File: config.mk
export PLATFORM = sky130hd
export DESIGN_NAME = seq_divider
export DESIGN_NICKNAME = d
export VERILOG_FILES = /design/src/rtl/seq_divider_pkg.sv /design/src/rtl/seq_divider_step.sv /design/src/rtl/seq_divider.sv
export SDC_FILE = /design/constraint.sdc
export NUM_CORES = 1
export LEC_CHECK = 0
export BUFFER_PORTS_ARGS = -buffer_cell sky130_fd_sc_hd__buf_2
export CAP_MARGIN = 0
export CORE_UTILIZATION = 58
export DETAILED_ROUTE_END_ITERATION = 8
export PLACE_DENSITY = 0.78
export SLEW_MARGIN = 40
export SYNTH_ARGS = -nofsm -noshare
export SYNTH_HDL_FRONTEND = slang
export SYNTH_HIERARCHICAL = 1
export SYNTH_SLANG_ARGS = --single-unit
export TNS_END_PERCENT = 20
File: constraint.sdc
create_clock -name aclk -period 7.55 [get_ports aclk]
set_input_delay 1.8875 -clock aclk [delete_from_list [all_inputs] [get_ports aclk]]
set_output_delay 1.8875 -clock aclk [all_outputs]
set_load 0.05 [all_outputs]
File: src/rtl/seq_divider_pkg.sv
// Shared core definitions: ALU op/func encodings, divider FSM states and
// small helpers used by the sequential divider.
package seq_divider_pkg;

  localparam int unsigned XLEN  = 32;
  localparam int unsigned CNT_W = 5;

  // ALU opcode and funct7 that select the M-extension unit
  localparam logic [6:0] OP_ALU        = 7'b0110011;
  localparam logic [6:0] FUNCT7_MULDIV = 7'b0000001;

  localparam logic [2:0] FUNC_MUL    = 3'b000;
  localparam logic [2:0] FUNC_MULH   = 3'b001;
  localparam logic [2:0] FUNC_MULHSU = 3'b010;
  localparam logic [2:0] FUNC_MULHU  = 3'b011;
  localparam logic [2:0] FUNC_DIV    = 3'b100;
  localparam logic [2:0] FUNC_DIVU   = 3'b101;
  localparam logic [2:0] FUNC_REM    = 3'b110;
  localparam logic [2:0] FUNC_REMU   = 3'b111;

  typedef enum logic [1:0] {
    S_IDLE = 2'd0,
    S_CALC = 2'd1,
    S_DONE = 2'd2
  } state_e;

  function automatic logic [XLEN-1:0] neg_if(input logic neg, input logic [XLEN-1:0] v);
    return neg ? (~v + 1'b1) : v;
  endfunction

endpackage

File: src/rtl/seq_divider_step.sv
// One restoring-division step: shift {rem,quo} left, trial-subtract the
// divisor and keep the difference when it does not borrow.
module div_iter_step
  import seq_divider_pkg::*;
(
  input  logic [XLEN-1:0] rem_i,
  input  logic [XLEN-1:0] quo_i,
  input  logic [XLEN-1:0] divisor_i,
  output logic [XLEN-1:0] rem_o,
  output logic [XLEN-1:0] quo_o
);

  logic [XLEN:0] shifted;
  logic [XLEN:0] diff;

  // rem < divisor always holds, so bit XLEN of diff is a clean borrow flag
  always_comb begin
    shifted = {rem_i, quo_i[XLEN-1]};
    diff    = shifted - {1'b0, divisor_i};
    rem_o   = diff[XLEN] ? shifted[XLEN-1:0] : diff[XLEN-1:0];
    quo_o   = {quo_i[XLEN-2:0], ~diff[XLEN]};
  end

endmodule

File: src/rtl/seq_divider.sv
// 32-bit sequential restoring divider (DIV/DIVU/REM/REMU), one quotient bit
// per clock, with optional single-cycle completion of the special cases.
module seq_divider
  import seq_divider_pkg::*;
#(
  parameter bit EARLY_OUT = 1'b1
) (
  input  logic            aclk,
  input  logic            rst,
  input  logic            start,
  input  logic [2:0]      func,
  input  logic [XLEN-1:0] din1,
  input  logic [XLEN-1:0] din2,
  output logic            busy,
  output logic            done,
  output logic [XLEN-1:0] dout,
  output state_e          dbg_state_o
);

  state_e            state_q, state_d;
  logic [CNT_W-1:0]  cnt_q, cnt_d;
  logic [XLEN-1:0]   rem_q, rem_d;
  logic [XLEN-1:0]   quo_q, quo_d;
  logic [XLEN-1:0]   divisor_q, divisor_d;
  logic [XLEN-1:0]   spec_res_q, spec_res_d;
  logic [XLEN-1:0]   dout_q, dout_d;
  logic              neg_quo_q, neg_quo_d;
  logic              neg_rem_q, neg_rem_d;
  logic              is_rem_q, is_rem_d;
  logic              special_q, special_d;

  logic              in_signed, in_rem, in_div_zero, in_ovf, in_special;
  logic [XLEN-1:0]   in_spec_res, mag1, mag2;
  logic [XLEN-1:0]   step_rem, step_quo, result;

  div_iter_step u_step (
    .rem_i     (rem_q),
    .quo_i     (quo_q),
    .divisor_i (divisor_q),
    .rem_o     (step_rem),
    .quo_o     (step_quo)
  );

  // Operand decode; unknown func codes fall through as DIVU
  always_comb begin
    in_signed   = (func == FUNC_DIV) || (func == FUNC_REM);
    in_rem      = (func == FUNC_REM) || (func == FUNC_REMU);
    in_div_zero = (din2 == '0);
    in_ovf      = in_signed && (din1 == 32'h8000_0000) && (din2 == 32'hFFFF_FFFF);
    in_special  = in_div_zero || in_ovf;
    if (in_div_zero) begin
      in_spec_res = in_rem ? din1 : 32'hFFFF_FFFF;
    end else begin
      in_spec_res = in_rem ? 32'h0 : 32'h8000_0000;
    end
    mag1 = neg_if(in_signed && din1[XLEN-1], din1);
    mag2 = neg_if(in_signed && din2[XLEN-1], din2);
  end

  // Result of the final step, sign-corrected, or the precomputed special value
  always_comb begin
    if (special_q) begin
      result = spec_res_q;
    end else if (is_rem_q) begin
      result = neg_if(neg_rem_q, step_rem);
    end else begin
      result = neg_if(neg_quo_q, step_quo);
    end
  end

  always_comb begin
    state_d    = state_q;
    cnt_d      = cnt_q;
    rem_d      = rem_q;
    quo_d      = quo_q;
    divisor_d  = divisor_q;
    spec_res_d = spec_res_q;
    dout_d     = dout_q;
    neg_quo_d  = neg_quo_q;
    neg_rem_d  = neg_rem_q;
    is_rem_d   = is_rem_q;
    special_d  = special_q;
    unique case (state_q)
      S_IDLE: begin
        if (start) begin
          rem_d      = '0;
          quo_d      = mag1;
          divisor_d  = mag2;
          neg_quo_d  = in_signed && (din1[XLEN-1] ^ din2[XLEN-1]);
          neg_rem_d  = in_signed && din1[XLEN-1];
          is_rem_d   = in_rem;
          special_d  = in_special;
          spec_res_d = in_spec_res;
          cnt_d      = '0;
          if (EARLY_OUT && in_special) begin
            dout_d  = in_spec_res;
            state_d = S_DONE;
          end else begin
            state_d = S_CALC;
          end
        end
      end
      S_CALC: begin
        rem_d = step_rem;
        quo_d = step_quo;
        if (cnt_q == {CNT_W{1'b1}}) begin
          dout_d  = result;
          state_d = S_DONE;
        end else begin
          cnt_d = cnt_q + 1'b1;
        end
      end
      S_DONE: state_d = S_IDLE;
      default: state_d = S_IDLE;
    endcase
  end

  always_ff @(posedge aclk) begin
    if (rst) begin
      state_q    <= S_IDLE;
      cnt_q      <= '0;
      rem_q      <= '0;
      quo_q      <= '0;
      divisor_q  <= '0;
      spec_res_q <= '0;
      dout_q     <= '0;
      neg_quo_q  <= 1'b0;
      neg_rem_q  <= 1'b0;
      is_rem_q   <= 1'b0;
      special_q  <= 1'b0;
    end else begin
      state_q    <= state_d;
      cnt_q      <= cnt_d;
      rem_q      <= rem_d;
      quo_q      <= quo_d;
      divisor_q  <= divisor_d;
      spec_res_q <= spec_res_d;
      dout_q     <= dout_d;
      neg_quo_q  <= neg_quo_d;
      neg_rem_q  <= neg_rem_d;
      is_rem_q   <= is_rem_d;
      special_q  <= special_d;
    end
  end

  assign busy        = (state_q != S_IDLE);
  assign done        = (state_q == S_DONE);
  assign dout        = dout_q;
  assign dbg_state_o = state_q;

endmodule

* After elaboration in Yosys (flattened, before gate mapping)
Index checks and enable logic that the tools add are counted.
Word-level totals: register bits after elaboration 171, word-level logic and storage cells 77, input port bits 70, output and inout bits 36
Operators by class: reductions and logical operators 17, bitwise operators 6, $add $sub $neg 6, equal/unequal tests 12, mux-type cells 25
Operator list (number):
- 2-to-1 mux 32 bit | 15
- one-hot mux 32 bit (2 select lines) | 3
- adder 32 x 1 -> 32 bit (second input constant) | 4
- inverter 32 bit | 4
- equality test 32 bit (second input constant) | 2
- subtractor 33 x 32 -> 33 bit | 1
- zero test 32 bit | 1
- 2-to-1 mux 5 bit | 2
- one-hot mux 5 bit (2 select lines) | 1
- equality test 3 bit (second input constant) | 3
- != test 2 bit (second input constant) | 4
- 2-to-1 mux 2 bit | 3
- AND reduction 2 bit | 3
- adder 5 x 1 -> 5 bit (second input constant) | 1
- equality test 5 bit (second input constant) | 1
- logical AND 1 bit | 5
- one-hot mux 2 bit (2 select lines) | 1
- AND reduction 4 bit | 1
- nonzero test 2 bit | 2
- logical OR 1 bit | 3
- AND reduction 3 bit | 1
- equality test 2 x 1 -> 1 bit (second input constant) | 1
- equality test 2 bit (second input constant) | 1
- zero test 2 bit | 1
- 2 further kinds | 2

* Longest topological paths before layout
depth in word-level cells 9, gate-level depth with buffers 22, gate-level depth less buffers 21

* Cells and area by module
The synthesis kept the hierarchy.
Modules (own cells, without submodules):
- seq_divider | sequential area each 3423.3 µm², area each 9764.4 µm², instances 1, cells each 1283
- div_iter_step | sequential area each 0.0 µm², area each 2488.6 µm², instances 1, cells each 342

* Worst setup path before layout
Ideal clock, no wire load.
path type flip-flop to flip-flop, start point reg quo_q[31], end point reg dout_q[29] (netlist: dout[29]), data required time 7.431 ns, clock period less this slack 5.039 ns, buffers on the path 1, data arrival time 4.920 ns, library setup time 0.119 ns, path slack 2.511 ns, stages on the path, launching flop included 22, path through dfxtp_1 > inv_1 > ha_1 > fa_1 > and2b_1 > o2111ai_1 > a21oi_2 > o2111ai_1 > a211oi_2 > nor2_2 > mux2i_1 > and2_4 > inv_2 > buf_6 > mux2_4 > nor4_1 > nand4_1 > or3_1 > o31ai_1 > xor2_1 > a221oi_1 > o221a_2
On the way: word-level cells in the longest chain between the ends 9, elaborated cells on any way between the ends 13, classes of those cells add/sub: 3; mux: 7; bitwise: 3
RTL lines:
- start: declaration | line seq_divider.sv:23 | logic [XLEN-1:0] quo_q, quo_d;
- start signal: assignment | line seq_divider.sv:135 | quo_q <= quo_d;
- subtractor 33 x 32 -> 33 bit | line seq_divider_step.sv:19 | diff = shifted - {1'b0, divisor_i};
- 2-to-1 mux 32 bit | line seq_divider_step.sv:20 | rem_o = diff[XLEN] ? shifted[XLEN-1:0] : diff[XLEN-1:0];
- net step_rem[7] | line seq_divider.sv:34 | logic [XLEN-1:0] step_rem, step_quo, result;
- inverter 32 bit | line seq_divider_pkg.sv:28 | return neg ? (~v + 1'b1) : v;
- adder 32 x 1 -> 32 bit | line seq_divider_pkg.sv:28
- 2-to-1 mux 32 bit | line seq_divider_pkg.sv:28
- 2-to-1 mux 32 bit | line seq_divider.sv:64 | end else if (is_rem_q) begin
- 2-to-1 mux 32 bit | line seq_divider.sv:62 | if (special_q) begin
- 2-to-1 mux 32 bit | line seq_divider.sv:106 | if (cnt_q == {CNT_W{1'b1}}) begin
- one-hot mux 32 bit (2 select lines) | line seq_divider.sv:83 | unique case (state_q)
- end signal: assignment | line seq_divider.sv:138 | dout_q <= dout_d;
- end: declaration | line seq_divider.sv:26 | logic [XLEN-1:0] dout_q, dout_d;
The timed path passes the listed nets, and every way through them passes these cells. The select of a mux whose other input is x is not followed. A chain may end at the register's enable or synchronous reset.

* Final worst setup path
start point reg quo_q[31], end point reg dout_q[24] (netlist: dout[24])
On the way: word-level cells in the longest chain between the ends 9, elaborated cells on any way between the ends 13, classes of those cells add/sub: 3; mux: 7; bitwise: 3
RTL lines:
- subtractor 33 x 32 -> 33 bit | line seq_divider_step.sv:19
- inverter 1 bit | line seq_divider_step.sv:21 | quo_o = {quo_i[XLEN-2:0], ~diff[XLEN]};
- net step_quo[0] | line seq_divider.sv:34
- inverter 32 bit | line seq_divider_pkg.sv:28
- adder 32 x 1 -> 32 bit | line seq_divider_pkg.sv:28
- 2-to-1 mux 32 bit | line seq_divider_pkg.sv:28
- 2-to-1 mux 32 bit | line seq_divider.sv:64
- 2-to-1 mux 32 bit | line seq_divider.sv:62
- 2-to-1 mux 32 bit | line seq_divider.sv:106
- one-hot mux 32 bit (2 select lines) | line seq_divider.sv:83
The timed path passes the listed nets, and every way through them passes these cells. The select of a mux whose other input is x is not followed.

==> qor.txt <==
Worst slew pin tran -> 0.815 ns
Global-route wire length before repair -> 61500 um
Die Span Y -> 147 um
Initial DRT Pass Iterations -> 6
CP Max Fanout -> 25
H-tree levels -> 4
Via count -> 12500
Worst setup SP type -> flip-flop
Die area -> 21700 sq um
Residual DRC -> 0
Fmax -> 156 MHz
Core Area -> 20500 sq um
Root buf cell -> clkbuf_16
Setup TNS Final -> 0 ns
Syn Nets -> 1735
Share of cells above drive strength 1 -> 12.9%
Worst hold path type -> flip-flop to flip-flop
GRT Residual Overflow -> 0
Number of inserted diodes -> 0
CTS tree -> done
Initial antenna violation count -> 0
Largest net degree at the start of global routing -> 76
Post-DP HPWL -> 27200 um
RSZ-0062 raised after global routing -> false
Fin. Hold Viols -> 0
Max Cap Viol -> 0
DR iter-0 viols -> 1526
Final Cycle Share -> 85.1%
Placed Area -> 12600 sq um
Mapped cell area -> 12300 sq um
Starting Density -> 59.8%
Layout Skew -> 0.0126 ns
IO Port Bufs -> 105
Area Overhead vs Synth -> 7.80%
Critical Path AT -> 6.79 ns
Status -> finished, final reports clean
Hold Startpoint -> dout[25]
Kind of critical path -> flip-flop to flip-flop
Setup Buffers After CTS -> 0
Final setup vio count -> 0
Post-CTS resize count -> 0
Fraction of registers with async set/reset -> 0%
FF-to-FF Start -> quo_q[31]
Avg Cell Area, Syn -> 7.54 sq um
Via/cell ratio -> 6.57
Clock sink total -> 171
Fillcell total -> 1841
CP Capture Type -> flip-flop
Clk buf depth -> 2
CTS buffer count -> 17
Yosys cell types -> 81
Final GP Congestion -> 1.04
Synth Instances -> 1625
Post-synth EDFFs -> 0
Number of buffers inserted by hold repair at cts -> 0
IO Pins -> 106
Final wirelength -> 38300 um
# nets final -> 1734
Worst Path Required -> 7.92 ns
Row cnt -> 52
Hold slack -> 0.449 ns
Top FF cell, synth -> dfxtp_1
Vias in the first global route -> 11500
Die W -> 147 um
Slew Viols, Final -> 0
Rel. slew slack -> 45.2%
Fin area -> 13200 sq um
Clock transition at the registers of the reported paths -> 0.07 ns
Clk Latency, worst-skew pair -> 0.45 ns
Fin crit period -> 6.42 ns
Routed len/inst -> 20.1 um
Yosys warnings -> 6
All-Layer GR Usage -> 35.7%
Sequential area share after synthesis -> 27.9%
Routed Antenna Nets -> 0
Crit path launch -> quo_q[31]
Seq cells post-synth -> 171
==> path summary, 6_finish.rpt <==
path	depth (start not counted)	slack, ns	endpoint
min	2	0.45	dout[25]
max	21	1.13	dout[24]
min reg2reg	2	0.45	dout[25]
max reg2reg	21	1.13	dout[24]
==> cell type report <==
class	count	area, sq um	area share, %
Clock buffer	23	498	3.77
Sequential cell	171	3430	25.9
Multi-Input combinational cell	1258	7980	60.4
Clock inverter	9	111	0.843
Tap cell	270	338	2.56
Timing Repair Buffer	122	656	4.96
Inverter	54	203	1.53
==> through the flow <==
stage	setup WS (ns)	util [%]	cells
2_1_floorplan	2.51	-	1625
3_3_place_gp	1.61	61.4	1874
3_5_place_dp	1.44	61.4	1875
4_1_cts	1.32	64.4	1907
5_1_grt	0.726	64.5	1907
6_report	1.13	64.5	1907
==> sequential cells by signal, indices dropped and copies added (netlist names) <==
signal       count
dbg_state_o      2
spec_res_q      32
neg_rem_q        1
neg_quo_q        1
divisor_q       32
quo_q           32
is_rem_q         1
special_q        1
cnt_q            5
dout            32
rem_q           32
==> cells by family after synthesis <==
logic type | Yosys count | share of synthesized area (%)
adder cells (fa/ha/maj) | 40 | 4.15
multiplexers | 31 | 3.33
AND/OR/NAND/NOR | 560 | 21.8
flip-flops | 171 | 27.9
AO/OA/AOI/OAI | 490 | 25.7
buffers and inverters | 196 | 7.24
XOR/XNOR | 137 | 9.79
==> worst max-delay path, stage by stage (launching register included) <==
cell and delay [ns]:
dfxtp_1 0.35, inv_1 0.06, ha_1 0.24, fa_1 0.41
and2b_1 0.24, o2111ai_1 0.15, a21oi_2 0.25, o2111ai_1 0.24
a211oi_2 0.32, nor2_2 0.11, mux2i_1 0.13, buf_4 0.19
and2_4 0.20, inv_2 0.58, mux2_1 0.49, nor4_1 0.65
nand4_1 0.51, o31ai_1 0.43, xnor2_1 0.16, a221oi_1 0.10
a221o_1 0.39, a21oi_1 0.15
==> metal layers <==
metal,track usage [%],up-vias,wire length [um]
met5,0,-,0
li1,-,5850,-
met3,7.30,98,3530
met2,54.1,668,17000
met4,14.2,0,1340
met1,49.3,5919,16400
==> cells in the mapped netlist, types with 9 or more instances <==
cell / instances / area [sq um]
xor2_1: 71 / 622
dfxtp_1: 171 / 3420
nor3_1: 38 / 190
a21o_1: 18 / 135
o21ai_1: 13 / 65.1
nand3_1: 67 / 335
nand4_1: 21 / 131
a211oi_1: 30 / 225
buf_1: 9 / 33.8
nand2_1: 166 / 623
ha_1: 39 / 488
a311oi_1: 11 / 96.3
o41ai_1: 18 / 158
a22oi_1: 32 / 240
a221oi_1: 12 / 105
buf_2: 10 / 50.1
o31ai_1: 29 / 218
nor2_1: 140 / 526
or3_1: 26 / 163
or4_1: 16 / 120
a21oi_1: 136 / 681
xnor2_1: 66 / 578
mux2i_1: 10 / 100
and2_1: 13 / 81.3
a31oi_1: 12 / 75.1
o21ai_0: 113 / 566
buf_4: 33 / 248
o2111ai_1: 9 / 78.8
nor4_1: 19 / 119
clkbuf_1: 88 / 330
o211ai_1: 11 / 82.6
mux2_4: 19 / 285
inv_1: 50 / 188
==> placed cells by master (no fill, tap or decap), drive strengths merged, types with 8 or more instances in the layout <==
cell type	instances
a211oi	31
a21o	18
a21oi	137
a221oi	12
a22oi	33
a311oi	11
a31oi	12
and2	14
and3	8
buf	122
clkbuf	23
clkinv	8
dfxtp	171
ha	39
inv	51
mux2	21
mux2i	10
nand2	166
nand3	67
nand4	21
nor2	141
nor2b	8
nor3	38
nor3b	8
nor4	19
o2111ai	9
o211ai	11
o21ai	126
o31ai	29
o41ai	20
or2	8
or3	28
or4	18
xnor2	66
xor2	71
Power is left out: the tool's default activity adds up to more than one toggle a clock period on the data nets, which glitch-free logic cannot reach.
